File: config.mk
export PLATFORM = sky130hd
export DESIGN_NAME = acc_unloader_flat
export DESIGN_NICKNAME = d
export VERILOG_FILES = /design/src/rtl/acc_unloader_if.sv /design/src/rtl/acc_unloader.sv /design/src/flat_wrapper.sv
export SDC_FILE = /design/constraint.sdc
export NUM_CORES = 1
export LEC_CHECK = 0
export CORE_MARGIN = 2
export CORE_UTILIZATION = 30
export DETAILED_ROUTE_END_ITERATION = 10
export HOLD_SLACK_MARGIN = 0.1
export PLACE_DENSITY = 0.57
export SLEW_MARGIN = 15
export SYNTH_ARGS = -nofsm -noshare
export SYNTH_HDL_FRONTEND = slang
export SYNTH_SLANG_ARGS = --single-unit
File: constraint.sdc
create_clock -name clk -period 9 [get_ports clk]
set_input_delay 0.9 -clock clk [delete_from_list [all_inputs] [get_ports clk]]
set_output_delay 0.9 -clock clk [all_outputs]
set_load 0.01 [all_outputs]
File: src/rtl/acc_unloader_if.sv
// Bundles the accumulator read port and the outgoing coefficient stream.
// master = the unloader side, slave = accumulator plus downstream consumer.
interface acc_unloader_if #(
    parameter int AW = 7
);
    logic [3:0]    acc_cmd;
    logic          acc_readout;
    logic [3:0]    acc_status;
    logic [AW-1:0] acc_addr;
    logic [15:0]   acc_data_a;
    logic [15:0]   acc_data_b;
    logic          m_valid;
    logic          m_ready;
    logic [AW:0]   m_idx;
    logic [11:0]   m_data;

    modport master (
        output acc_cmd, acc_readout, m_valid, m_idx, m_data,
        input  acc_status, acc_addr, acc_data_a, acc_data_b, m_ready
    );

    modport slave (
        input  acc_cmd, acc_readout, m_valid, m_idx, m_data,
        output acc_status, acc_addr, acc_data_a, acc_data_b, m_ready
    );
endinterface

File: src/rtl/acc_unloader.sv
// acc_unloader: puts the polynomial accumulator into output mode, pulls its
// coefficient pairs out under a credit scheme, reduces each coefficient
// mod 3329 and streams them in index order, two beats per pair.

// Overflow watchdog for the pair FIFO; the credit rule must keep this quiet.
module acc_unloader_chk (
    input logic clk,
    input logic reset,
    input logic push_i,
    input logic full_i
);
    a_no_overflow: assert property (@(posedge clk) disable iff (reset) !(push_i && full_i));
endmodule

module acc_unloader #(
    parameter int NPAIR  = 128,
    parameter int RD_LAT = 2,
    parameter int DEPTH  = 4
) (
    input  logic           clk,
    input  logic           reset,
    input  logic           set,
    input  logic           start,
    output logic           busy,
    output logic           done,
    acc_unloader_if.master bus
);
    localparam int AW = $clog2(NPAIR);
    localparam int IW = AW + 1;
    localparam int PW = $clog2(DEPTH);
    localparam int CW = PW + 1;
    localparam int SW = CW + 1;
    localparam int EW = AW + 24;

    localparam logic [3:0] CMD_IDLE  = 4'd0;
    localparam logic [3:0] CMD_OUT   = 4'd3;
    localparam logic [3:0] STAT_IDLE = 4'd0;
    localparam logic [3:0] STAT_OUT  = 4'd3;

    typedef enum logic [2:0] {
        ST_IDLE    = 3'd0,
        ST_ARM     = 3'd1,
        ST_STREAM  = 3'd2,
        ST_DRAIN   = 3'd3,
        ST_RELEASE = 3'd4
    } state_t;

    // Barrett-style reduction: the quotient estimate is at most one short,
    // so a single conditional subtract makes it exact for any 16-bit input.
    function automatic logic [11:0] red_f(input logic [15:0] x);
        logic [31:0] prod;
        logic [7:0]  t;
        logic [16:0] r;
        prod = 32'(x) * 32'd5039;
        t    = 8'(prod >> 24);
        r    = {1'b0, x} - (17'(t) * 17'd3329);
        if (r >= 17'd3329) begin
            r = r - 17'd3329;
        end else begin
            r = r;
        end
        return 12'(r);
    endfunction

    state_t              state_q, state_d;
    logic [3:0]          acc_cmd_q, acc_cmd_d;
    logic                busy_q, busy_d;
    logic                done_q, done_d;
    logic [IW-1:0]       issued_q, issued_d;
    logic [IW-1:0]       cap_cnt_q, cap_cnt_d;
    logic                tog_q, tog_d;
    logic [RD_LAT-1:0]   inflight_q, inflight_d;
    logic [CW-1:0]       fifo_cnt_q, fifo_cnt_d;
    logic [PW-1:0]       wr_ptr_q, wr_ptr_d;
    logic [PW-1:0]       rd_ptr_q, rd_ptr_d;
    logic [EW-1:0]       mem_q [DEPTH];
    logic [EW-1:0]       mem_d [DEPTH];

    logic                clear_s;
    logic [CW-1:0]       inflight_cnt_s;
    logic                credit_ok_s;
    logic                readout_s;
    logic                push_s;
    logic                valid_s;
    logic                beat_s;
    logic                pop_s;
    logic [EW-1:0]       head_s;

    // Unload sequencing: state transitions, accumulator command and flags.
    always_comb begin
        state_d = state_q;
        done_d  = 1'b0;
        clear_s = 1'b0;
        case (state_q)
            ST_IDLE: begin
                if (start) begin
                    state_d = ST_ARM;
                    clear_s = 1'b1;
                end else begin
                    state_d = ST_IDLE;
                end
            end
            ST_ARM: begin
                if (bus.acc_status == STAT_OUT) begin
                    state_d = ST_STREAM;
                end else begin
                    state_d = ST_ARM;
                end
            end
            ST_STREAM: begin
                if (issued_q == IW'(NPAIR)) begin
                    state_d = ST_DRAIN;
                end else begin
                    state_d = ST_STREAM;
                end
            end
            ST_DRAIN: begin
                if ((inflight_q == '0) && (fifo_cnt_q == '0) && (cap_cnt_q == IW'(NPAIR))) begin
                    state_d = ST_RELEASE;
                end else begin
                    state_d = ST_DRAIN;
                end
            end
            ST_RELEASE: begin
                if (bus.acc_status == STAT_IDLE) begin
                    state_d = ST_IDLE;
                    done_d  = 1'b1;
                end else begin
                    state_d = ST_RELEASE;
                end
            end
            default: begin
                state_d = ST_IDLE;
            end
        endcase
        if ((state_d == ST_ARM) || (state_d == ST_STREAM) || (state_d == ST_DRAIN)) begin
            acc_cmd_d = CMD_OUT;
        end else begin
            acc_cmd_d = CMD_IDLE;
        end
        busy_d = (state_d != ST_IDLE);
    end

    // Credit-paced issue, capture into the pair FIFO and two-beat drain.
    always_comb begin
        inflight_cnt_s = '0;
        for (int i = 0; i < RD_LAT; i++) begin
            inflight_cnt_s = inflight_cnt_s + CW'(inflight_q[i]);
        end
        credit_ok_s = (SW'(fifo_cnt_q) + SW'(inflight_cnt_s)) < SW'(DEPTH);
        readout_s   = set && (state_q == ST_STREAM) && (issued_q < IW'(NPAIR)) && credit_ok_s;
        push_s      = inflight_q[RD_LAT-1];
        valid_s     = (fifo_cnt_q != '0);
        beat_s      = valid_s && bus.m_ready;
        pop_s       = beat_s && tog_q;
        head_s      = mem_q[rd_ptr_q];
        inflight_d  = RD_LAT'({inflight_q, readout_s});

        mem_d = mem_q;
        if (push_s) begin
            mem_d[wr_ptr_q] = {bus.acc_addr, red_f(bus.acc_data_a), red_f(bus.acc_data_b)};
            wr_ptr_d        = wr_ptr_q + PW'(1);
        end else begin
            wr_ptr_d = wr_ptr_q;
        end
        if (pop_s) begin
            rd_ptr_d = rd_ptr_q + PW'(1);
        end else begin
            rd_ptr_d = rd_ptr_q;
        end
        fifo_cnt_d = fifo_cnt_q + CW'(push_s) - CW'(pop_s);

        if (clear_s) begin
            issued_d  = '0;
            cap_cnt_d = '0;
            tog_d     = 1'b0;
        end else begin
            issued_d  = issued_q + IW'(readout_s);
            cap_cnt_d = cap_cnt_q + IW'(push_s);
            tog_d     = tog_q ^ beat_s;
        end
    end

    // All state registers; a low set freezes everything in place.
    always_ff @(posedge clk) begin
        if (reset) begin
            state_q    <= ST_IDLE;
            acc_cmd_q  <= CMD_IDLE;
            busy_q     <= 1'b0;
            done_q     <= 1'b0;
            issued_q   <= '0;
            cap_cnt_q  <= '0;
            tog_q      <= 1'b0;
            inflight_q <= '0;
            fifo_cnt_q <= '0;
            wr_ptr_q   <= '0;
            rd_ptr_q   <= '0;
            mem_q      <= '{default: '0};
        end else if (set) begin
            state_q    <= state_d;
            acc_cmd_q  <= acc_cmd_d;
            busy_q     <= busy_d;
            done_q     <= done_d;
            issued_q   <= issued_d;
            cap_cnt_q  <= cap_cnt_d;
            tog_q      <= tog_d;
            inflight_q <= inflight_d;
            fifo_cnt_q <= fifo_cnt_d;
            wr_ptr_q   <= wr_ptr_d;
            rd_ptr_q   <= rd_ptr_d;
            mem_q      <= mem_d;
        end
    end

    assign busy            = busy_q;
    assign done            = done_q;
    assign bus.acc_cmd     = acc_cmd_q;
    assign bus.acc_readout = readout_s;
    assign bus.m_valid     = valid_s;
    assign bus.m_idx       = valid_s ? {head_s[EW-1 -: AW], tog_q} : '0;
    assign bus.m_data      = valid_s ? (tog_q ? head_s[11:0] : head_s[23:12]) : 12'd0;

    acc_unloader_chk u_chk (
        .clk    (clk),
        .reset  (reset),
        .push_i (push_s && set),
        .full_i (fifo_cnt_q == CW'(DEPTH))
    );
endmodule
File: src/flat_wrapper.sv
// flat-port wrapper written by rule: the top's interface ports become plain ports
module acc_unloader_flat 
#(
    parameter int NPAIR  = 128,
    parameter int RD_LAT = 2,
    parameter int DEPTH  = 4
)
  (clk, reset, set, start, busy, done, bus_acc_cmd, bus_acc_readout, bus_m_valid, bus_m_idx, bus_m_data, bus_acc_status, bus_acc_addr, bus_acc_data_a, bus_acc_data_b, bus_m_ready);
  acc_unloader_if bus_i ();
  input  logic clk;
  input  logic reset;
  input  logic set;
  input  logic start;
  output logic busy;
  output logic done;
  output wire logic [$bits(bus_i.acc_cmd)-1:0] bus_acc_cmd;
  output wire logic [$bits(bus_i.acc_readout)-1:0] bus_acc_readout;
  output wire logic [$bits(bus_i.m_valid)-1:0] bus_m_valid;
  output wire logic [$bits(bus_i.m_idx)-1:0] bus_m_idx;
  output wire logic [$bits(bus_i.m_data)-1:0] bus_m_data;
  input wire logic [$bits(bus_i.acc_status)-1:0] bus_acc_status;
  input wire logic [$bits(bus_i.acc_addr)-1:0] bus_acc_addr;
  input wire logic [$bits(bus_i.acc_data_a)-1:0] bus_acc_data_a;
  input wire logic [$bits(bus_i.acc_data_b)-1:0] bus_acc_data_b;
  input wire logic [$bits(bus_i.m_ready)-1:0] bus_m_ready;
  assign bus_acc_cmd = bus_i.acc_cmd;
  assign bus_acc_readout = bus_i.acc_readout;
  assign bus_m_valid = bus_i.m_valid;
  assign bus_m_idx = bus_i.m_idx;
  assign bus_m_data = bus_i.m_data;
  assign bus_i.acc_status = bus_acc_status;
  assign bus_i.acc_addr = bus_acc_addr;
  assign bus_i.acc_data_a = bus_acc_data_a;
  assign bus_i.acc_data_b = bus_acc_data_b;
  assign bus_i.m_ready = bus_m_ready;
  acc_unloader #(.NPAIR(NPAIR), .RD_LAT(RD_LAT), .DEPTH(DEPTH)) u_core (.clk(clk), .reset(reset), .set(set), .start(start), .busy(busy), .done(done), .bus(bus_i));
endmodule
## After elaboration in Yosys (flattened, before gate mapping)

Cells that the tools add are included.

| storage, ports and cells | value |
|---|---|
| register bits after elaboration | 159 |
| bits of input ports | 48 |
| output and inout port bits | 28 |
| word-level logic and storage cells | 96 |

| cells by class | value |
|---|---|
| add/subtract/negate cells | 12 |
| multipliers | 4 |
| order comparisons | 7 |
| equality and inequality tests | 10 |
| muxes and demuxes | 27 |
| bitwise operators | 3 |
| reductions and logical operators | 18 |

Operator list:

| kind | count |
|---|---|
| bitwise mux 124 bit | 1 |
| two-way mux 31 bit | 3 |
| two-way mux 12 bit | 6 |
| binary-select mux 31 bit (select 2 bit) | 1 |
| demux 31 bit (select 2 bit) | 1 |
| multiplier 16 x 13 -> 29 bit (second input constant) | 2 |
| >= comparator 17 x 12 -> 1 bit (second input constant) | 2 |
| multiplier 5 x 12 -> 17 bit (second input constant) | 2 |
| subtractor 16 x 17 -> 17 bit | 2 |
| two-way mux 8 bit | 3 |
| subtractor 12 bit (second input constant) | 2 |
| adder 8 x 1 -> 8 bit | 2 |
| equality test 8 bit (second input constant) | 2 |
| one-hot mux 3 bit (5 select lines) | 1 |
| equality test 3 x 2 -> 1 bit (second input constant) | 4 |
| logical AND 1 bit | 8 |
| < comparator 8 bit (second input constant) | 1 |
| two-way mux 1 bit | 7 |
| equality test 3 x 1 -> 1 bit (second input constant) | 2 |
| >= comparator 3 bit (second input constant) | 2 |
| logical NOT 3 bit | 2 |
| two-way mux 3 bit | 2 |
| inverter 2 -> 3 bit | 2 |
| nonzero test 3 bit | 2 |
| 15 further kinds | 19 |

## Logic depth before layout (Yosys ltp)

| depth | value |
|---|---|
| depth after elaboration | 9 |
| mapped depth | 41 |
| depth with buffers taken out | 38 |

## Worst setup path before layout

OpenSTA, ideal clock, no wires.

| path | value |
|---|---|
| kind | input port to flip-flop |
| from | in bus_acc_data_a[8] |
| to | reg u_core.mem_q[12] (netlist name) |
| setup time | 0.091 ns |
| data arrival time | 9.212 ns |
| required time | 8.909 ns |
| path slack | -0.303 ns |
| cell stages on the path | 34 |
| buffers on the path | 2 |
| cell sequence | fa_1 -> fa_1 -> fa_1 -> fa_1 -> inv_1 -> fa_1 -> inv_1 -> ha_1 -> nand2_1 -> a2111oi_2 -> o311ai_1 -> a31o_1 -> a21oi_1 -> nor2_1 -> xnor2_1 -> inv_1 -> fa_1 -> inv_1 -> ha_1 -> fa_1 -> inv_1 -> ha_1 -> clkbuf_1 -> o21a_1 -> o2111ai_1 -> a31o_2 -> a211o_1 -> a31oi_1 -> a21oi_1 -> a211o_1 -> nor2_1 -> buf_2 -> nand3_1 -> a311oi_1 |

| between the ends | value |
|---|---|
| cells in the longest elaborated chain, start to end | 7 |
| elaborated cells between the ends (all ways) | 8 |
| classes of those cells | add/sub: 2; mul: 2; order compare: 1; mux: 3 |

Ends and longest elaborated chain:

| item | line | RTL |
|---|---|---|
| start: declaration | flat_wrapper.sv:23 | `input wire logic [$bits(bus_i.acc_data_a)-1:0] bus_acc_data_a;` |
| multiplier 16 x 13 -> 29 bit | acc_unloader.sv:54 | `prod = 32'(x) * 32'd5039;` |
| multiplier 5 x 12 -> 17 bit | acc_unloader.sv:56 | `r = {1'b0, x} - (17'(t) * 17'd3329);` |
| subtractor 16 x 17 -> 17 bit * | acc_unloader.sv:56 |  |
| >= comparator 17 x 12 -> 1 bit / subtractor 12 bit (equally long branches) | acc_unloader.sv:57, acc_unloader.sv:58 |  |
| two-way mux 12 bit * | acc_unloader.sv:57 | `if (r >= 17'd3329) begin` |
| two-way mux 12 bit * | acc_unloader.sv:160 | `if (push_s) begin` |
| bitwise mux 124 bit * | acc_unloader.sv:161 | `mem_d[wr_ptr_q] = {bus.acc_addr, red_f(bus.acc_data_a), red_f(bus.acc_data_b)};` |
| end signal: assignment | acc_unloader.sv:211 | `mem_q <= mem_d;` |
| end: declaration | acc_unloader.sv:76 | `logic [EW-1:0] mem_q [DEPTH];` |

Every way passes the cells marked *; elsewhere a longest branch is shown, timed or not. The select of a mux whose other input is x is not followed.
A chain may end at the register's enable or synchronous reset.

## Worst setup path in the final report

| path | value |
|---|---|
| from | in bus_acc_data_a[10] |
| to | reg u_core.mem_q[13] (netlist name) |

Same word-level chain as after synthesis.

==> results.py <==
metrics = {
    "status": {
        "status": "finished, violations left",
        "violations": "setup timing",
    },
    "floorplan": {
        "pin_count": 76,
        "die_h_um": 251,
        "dieWidth_um": 251,
        "core_mm2": 0.0602,
        "rows": 90,
        "die_area_mm2": 0.0628,
        "initial_core_util_pct": 30.3,
    },
    "detailed_routing": {
        "vias_per_cell": 4.93,
        "drc": 0,
        "wl_met2_mm": 25.1,
        "ant_nets": 0,
        "drt_iter0_drc": 783,
        "wire_per_inst_um": 15.4,
        "drt-met1-wl_mm": 22.7,
        "routed_wl_mm": 49.9,
        "wl_met3_mm": 1.18,
        "dr.pass1.iters": 5,
        "top_layer": "met4",
        "num_vias": 15961,
    },
    "yosys": {
        "async_flop_share_pct": 0,
        "ys_warn_count": 0,
        "ys_ff_latch": 156,
        "ys_top_cells_by_area": "fa_1, ha_1, dfxtp_1, inv_1, mux4_2",
        "synth_common_cells": "inv_1, ha_1, nor2_1, fa_1, dfxtp_1",
        "yosysSeqAreaShare_pct": 17.1,
        "synth_top_area_share_pct": 18.8,
        "synthDistinctLibCells": 89,
        "synth_area_mm2": 0.0182,
        "syn_area_per_cell_um2": 8.93,
        "synth_top_area_cell": "fa_1",
        "netlist_instances": 2043,
        "synth_most_common_cell": "inv_1",
        "synth_edf_count": 0,
        "ys.flop_type": "dfxtp_1",
    },
    "sta": {
        "timing.fmax_mhz": 110,
        "fin_ws_ps": -66.8,
        "finClkSkew_ps": 10.3,
        "tightest_slew_ps": 1160,
        "slew_viol_final": 0,
        "hold_viol_final": 0,
        "finalCriticalPeriod_ps": 9070,
        "grt_setup_unrepaired": "yes",
        "period_share_pct": 101,
        "finalSetupTns_ps": -139,
        "setup_viol": 3,
        "max_slew_margin_pct": 22.6,
    },
    "critical_path": {
        "path_common_cell": "fa_1",
        "required_ps": 9330,
        "slowest_delay_ps": 590,
        "critPathLaunchType": "input port",
        "end_kind": "flip-flop",
        "crit_type": "input port to flip-flop",
        "critical_path.slowest_cell": "fa_2",
        "arrival_ps": 9400,
        "critPathMaxFanout": 4,
        "rrSetupSlack_ps": 6210,
    },
    "finish": {
        "drive_above_1_share_pct": 28.8,
        "multi_input_area_mm2": 0.0147,
        "insertedDiodeCount": 0,
        "area_delta_synth_final_pct": 33.9,
        "fin_area_mm2": 0.0244,
        "fin_util_pct": 40.5,
        "regArea_mm2": 0.00312,
        "fillers": 5886,
        "nNetsFinal": 2919,
    },
    "clock_network": {
        "h-tree-depth": 4,
        "numCtsBuffers": 17,
        "clkLatencyLatePin_ps": 430,
        "cts_tree": "built",
        "root_buffer": "clkbuf_16",
        "clk_pin_slew_ps": 70,
        "cts_hold_buf": 0,
        "cts_buffer_depth": 2,
        "cts.sinks": 156,
    },
    "global_routing": {
        "grt_pass1_wl_mm": 82.3,
        "gr-total-overflow": 0,
        "grt_start_max_net_pins": 73,
        "antenna_found_initial": 0,
        "track_usage_pct": 15.9,
        "grt_pass1_vias": 16608,
    },
    "place": {
        "io_buffers": 73,
        "hpwl_mm": 38.3,
        "place_ws_ps": -1160,
        "placed_area_mm2": 0.0222,
        "place_congestion": 0.889,
    },
    "hold_path": {
        "hp-class": "flip-flop to flip-flop",
    },
    "flow_run": {
        "drv_cap": 0,
    },
}
-- cell families after synthesis --
group,after synthesis,share of synthesized area [%]
AOI/OAI and AO/OA,382,15.2
adders and majority gates,431,36.6
muxes,68,5.88
buffers and inverters,419,8.80
and+or+nand+nor,529,13.6
other,1,0.0206
xor gates and xnor gates,57,2.78
DFF,156,17.1
-- state kept, by name, indices dropped and copies added (netlist names), 2 cells and up --
| signal | flops |
|---|---|
| u_core.issued_q | 8 |
| u_core.state_q | 3 |
| u_core.cap_cnt_q | 8 |
| u_core.mem_q | 124 |
| u_core.inflight_q | 2 |
| u_core.rd_ptr_q | 2 |
| u_core.wr_ptr_q | 2 |
| u_core.fifo_cnt_q | 3 |
-- path summary, 6_finish.rpt --
check                     start              endpoint  cells past startpoint
max          bus_acc_data_a[10]      u_core.mem_q[13]                     36
min            u_core.mem_q[59]      u_core.mem_q[59]                      2
max reg2reg        u_core.tog_q  u_core.fifo_cnt_q[2]                     10
min reg2reg    u_core.mem_q[59]      u_core.mem_q[59]                      2
-- final cells by class --
type	instances	share of cell area, %
Tap cell	782	4.01
Multi-Input combinational cell	1470	60.4
Sequential cell	156	12.8
Inverter	334	5.14
Clock inverter	15	0.748
Clock buffer	17	1.74
Timing Repair Buffer	461	15.2
-- per-layer routing --
metal | global-route usage (%) | vias up
li1 | - | 7844
met5 | 0 | -
met4 | 4.09 | 0
met3 | 1.44 | 60
met2 | 28.3 | 265
met1 | 20.5 | 7792
-- worst max-delay path, delay by kind of cell --
family                     cells  cell delay [ps]
buffers and inverters          8              580
xor gates and xnor gates       1              150
and+or+nand+nor                6              880
AOI/OAI and AO/OA             11             2460
adders and majority gates     10             4420
-- metrics by stage --
step	instances	hold slack, ps
after floorplan	2044	433
after global placement	3148	438
after detailed placement	3148	447
after CTS	3209	460
after global routing	3235	479
final	3235	457
-- cell usage in the layout (no fill, tap or decap), drive strengths merged, types with 34 or more instances in the layout --
| master | instances |
|---|---|
| clkdlybuf4s50 | 42 |
| a21oi | 98 |
| nand3 | 50 |
| a211oi | 48 |
| xnor2 | 34 |
| mux2i | 34 |
| nor2 | 184 |
| nand2 | 144 |
| dfxtp | 156 |
| a311oi | 37 |
| buf | 396 |
| inv | 339 |
| nand4 | 34 |
| o21ai | 39 |
| fa | 171 |
| ha | 260 |
-- what timing repair did --
item / 4_1_cts / 5_1_grt
setup buffers: 28 / 28
endpoints found under the setup margin: 96 / 96
pin swaps: 75 / 133
cloned: 2 / 0
resized for setup: 106 / 234
Power is not shown: default switching activity piles up to over one toggle a cycle in this logic, so the estimate is an artifact.
